`src/rtl/seq_mult_reconstruct.sv`:
```
// Sequential shift-and-add multiplier with addend, P = A*B + C, one multiplier bit per clock.
// Optional EARLY_TERM_EN: finish as soon as the remaining multiplier bits are all zero.
module seq_mult_reconstruct #(
   parameter int WIDTH = 16
) (
   input  logic               clk,
   input  logic               rset,
   input  logic               start,
   input  logic [WIDTH-1:0]   A,
   input  logic [WIDTH-1:0]   B,
   input  logic [WIDTH-1:0]   C,
   output logic               ready,
   output logic               done,
   output logic [2*WIDTH-1:0] P
);

   localparam int CW = (WIDTH > 1) ? $clog2(WIDTH) : 1;
   localparam logic [CW-1:0] LAST = CW'(WIDTH - 1);

   typedef enum logic [1:0] {
      IDLE,
      RUN,
      FIN
   } state_t;

   state_t             state;
   logic [2*WIDTH-1:0] a_sh;
   logic [WIDTH-1:0]   b_sh;
   logic [2*WIDTH-1:0] acc;
   logic [CW-1:0]      cnt;
   logic               last;

   // last is evaluated on pre-shift values, so it flags the iteration now executing
   always_comb begin
      last = (cnt == LAST);
`ifdef EARLY_TERM_EN
      if (b_sh[WIDTH-1:1] == '0)
         last = 1'b1;
`endif
   end

   always_ff @(posedge clk) begin
      if (rset) begin
         state <= IDLE;
         a_sh  <= '0;
         b_sh  <= '0;
         acc   <= '0;
         cnt   <= '0;
         P     <= '0;
         done  <= 1'b0;
         ready <= 1'b1;
      end else begin
         done <= 1'b0;
         case (state)
            IDLE: begin
               if (start) begin
                  a_sh  <= {{WIDTH{1'b0}}, A};
                  b_sh  <= B;
                  acc   <= {{WIDTH{1'b0}}, C};
                  cnt   <= '0;
                  ready <= 1'b0;
                  state <= RUN;
               end
            end
            RUN: begin
               if (b_sh[0])
                  acc <= acc + a_sh;
               a_sh <= a_sh << 1;
               b_sh <= b_sh >> 1;
               cnt  <= cnt + 1'b1;
               if (last)
                  state <= FIN;
            end
            FIN: begin
               P     <= acc;
               done  <= 1'b1;
               ready <= 1'b1;
               state <= IDLE;
            end
            default: state <= IDLE;
         endcase
      end
   end

endmodule

```
`config.mk`:
```
export PLATFORM = sky130hd
export DESIGN_NAME = seq_mult_reconstruct
export DESIGN_NICKNAME = d
export VERILOG_FILES = /design/src/rtl/seq_mult_reconstruct.sv
export SDC_FILE = /design/constraint.sdc
export NUM_CORES = 1
export LEC_CHECK = 0
export CORE_MARGIN = 4
export CORE_UTILIZATION = 60
export DETAILED_ROUTE_END_ITERATION = 12
export GPL_TIMING_DRIVEN = 0
export HOLD_SLACK_MARGIN = 0.12
export PLACE_DENSITY = 0.86
export SLEW_MARGIN = 20
export SYNTH_ARGS = -nofsm -noshare
export SYNTH_HDL_FRONTEND = slang
export SYNTH_SLANG_ARGS = --single-unit
```
`constraint.sdc`:
```
create_clock -name clk -period 6.85 [get_ports clk]
set_input_delay 1.37 -clock clk [delete_from_list [all_inputs] [get_ports clk]]
set_output_delay 1.37 -clock clk [all_outputs]
set_load 0.02 [all_outputs]
```
==> run metrics <==
status=finished clean; commonest non-fill, non-tap cell in the layout=dfxtp_1; Worst EP required=7.26 ns; Hold Path Origin=ready; largest family of logic cells by synthesized area=compound AO/OA/AOI/OAI gates; Filler cells=770; Final ANT Viol Nets=0; die width=110 um; final hold viol count=0; vias in the first global route=6100; Power Total=0.00193 W; CP Launch Point=a_sh[0]; #FFs+latches synth=120; Setup CP Type=reg -> reg; total wire length after detailed routing=17900 um; Syn Inst Count=801; ant diodes=0; crit-path max FO=5; Final Critical Period=3.28 ns; Sink Count=120; area leader, netlist=dfxtp_1; Clock Latency Late Sink=0.52 ns; 1st-pass router iterations=5; part of the Yosys area used for sequential elements=38.2%; RSZ-0062 raised after global routing=no; DPL Wire Length=12900 um; Iter 0 DRT Violations=525; Ports=85; Initial Utilization=61.2%; grt total ovfl=0; Worst-Margin Slew=1.02 ns; register area=0.00240 mm^2; share of cells above drive strength 1=4.59%; Hold Crit Class=reg -> reg; Synth cell types=55; IO buf count=84; Critical Path AT=3.69 ns; Core ar.=0.0103 mm^2; vias per cell=6.04; crit end category=flop; Row Count=37; multi-input logic area=0.00353 mm^2; initial antenna violation count=0; post-synthesis adder-cell area fraction=6.68%; most frequent cells in the layout=dfxtp_1, a21oi_1, nand2_1, o21ai_0, nor2_1; power per cell area=244 mW/mm^2; deepest clock path buffer count=2; largest net degree at the start of global routing=17; clock root buffer=clkbuf_8; number of flops mapped to enable cells by yosys=0; area delta synth->final=25.8%; CTS tree=built; syn_nets=885; clock buffer count from CTS=17; H-tree depth=4; # hold bufs at CTS=0; Synth area leaders=dfxtp_1, a21oi_1, o21ai_0, ha_1, nand2_1; simple-gate portion of the synthesized area=15.2%; Synth Area in Compound Gates=30.7%; first-pass GRT wire length=29600 um; Setup Buffers After CTS=0; Clock Pin Slew Worst Setup and Hold Paths=0.06 ns; final net count=988; Fmax=305 MHz; clock skew=0.00653 ns; Primary FF master, synth=dfxtp_1; Slew headroom=31.5%; reg-to-reg startpoint=a_sh[0]; Syn Std Cell Area=0.00629 mm^2; GRT Overall Usage=29.3%; Pleak=3.18 nW; YS warnings=0; CTS-repair resized insts=0; Synth Area per Inst=7.86 um^2; setup TNS=0 ns; Max VDD drop=0.000194 V; GPL Wtd Cong=0.908; setup violators final=0; top-area cell type share of the netlist area=38.2%; final worst-path cycle share=47.9%; fin. max-slew vios=0; Die Y-Extent=110 um; DIE AREA=0.0122 mm^2; post-synthesis mux area share=0.318%; drc violations=0; Synth async-reset ratio=0%; Synth Area in XOR/XNOR=3.20%; Worst setup SP type=flop; max-cap violations=0; per-cell routed wire length=17.0 um; via count=6350
==> sequential cells by signal (all words and copies together), names as in the netlist <==
| signal | count |
|---|---|
| done | 1 |
| acc | 32 |
| cnt | 4 |
| b_sh | 16 |
| state | 2 |
| ready | 1 |
| a_sh | 32 |
| P | 32 |
==> worst max-delay path, stage by stage (launching register included) <==
cell      delay (ns)
dfxtp_1         0.34
ha_1            0.23
fa_1            0.40
a21oi_1         0.27
o211ai_1        0.22
a21oi_1         0.34
a21oi_1         0.18
a31oi_1         0.50
o211ai_1        0.22
and3_1          0.21
a211o_1         0.25
==> cell families after synthesis <==
family,after synthesis
AND/OR/NAND/NOR,224
adder cells (fa/ha/maj),33
buffers and inverters,94
XOR/XNOR,23
multiplexers,2
flip-flops,120
AO/OA/AOI/OAI,305
==> area by class of cell <==
class	count	area share [%]
clock buffer	21	5.55
tap	136	2.15
multi-input combinational	587	44.6
clock inverter	10	2.21
buffer	51	2.47
inverter	43	2.04
timing repair buffer	84	10.6
sequential	120	30.3
==> through the flow <==
step	instance area [um^2]	hold WS, ns	util (%)	instances	worst slack, ns
3_3_place_gp	7300	0.432	71.1	1021	3.24
2_1_floorplan	6290	0.444	-	801	4.25
4_1_cts	7920	0.468	77.0	1052	3.59
3_5_place_dp	7300	0.461	71.1	1021	3.23
6_report	7920	0.463	77.0	1052	3.57
5_1_grt	7920	0.496	77.0	1052	3.38
==> worst paths after layout <==
path / endpoint / slack [ns] / depth (start not counted)
setup / recovery: acc[30] / 3.57 / 10
hold reg to reg: ready / 0.46 / 2
setup reg to reg: acc[30] / 3.57 / 10
hold / removal: ready / 0.46 / 2
==> cell usage after synthesis, types with 4 or more instances <==
cell,instances
a22o_1,34
nand3_1,9
clkbuf_1,45
a211oi_1,4
a21oi_1,98
o211ai_1,6
inv_1,43
a22oi_1,18
a311oi_1,14
o21ai_0,91
o21bai_1,6
xor2_1,6
ha_1,32
nand2b_1,4
nand2_1,93
and3_1,5
xnor2_1,17
a21o_1,9
nor2_1,86
dfxtp_1,120
nor2b_1,5
==> metal layers <==
metal / share of wire, % / vias to the layer above / GRT usage (%)
li1: - / 3051 / -
met1: 43 / 3015 / 36.8
met2: 48 / 240 / 48.6
met3: 6.7 / 44 / 7.78
met4: 2.6 / 0 / 10.4
met5: 0 / - / 0
==> report_power, final <==
part	switching, W	internal (W)	leakage, nW	total, W
registers	0.0000273	0.000727	0.979	0.000754
clock network	0.000305	0.000631	0.305	0.000937
logic	0.000144	0.0000987	1.90	0.000243
total	0.000477	0.00146	3.18	0.00193
Power figures use the tool's default switching activity.
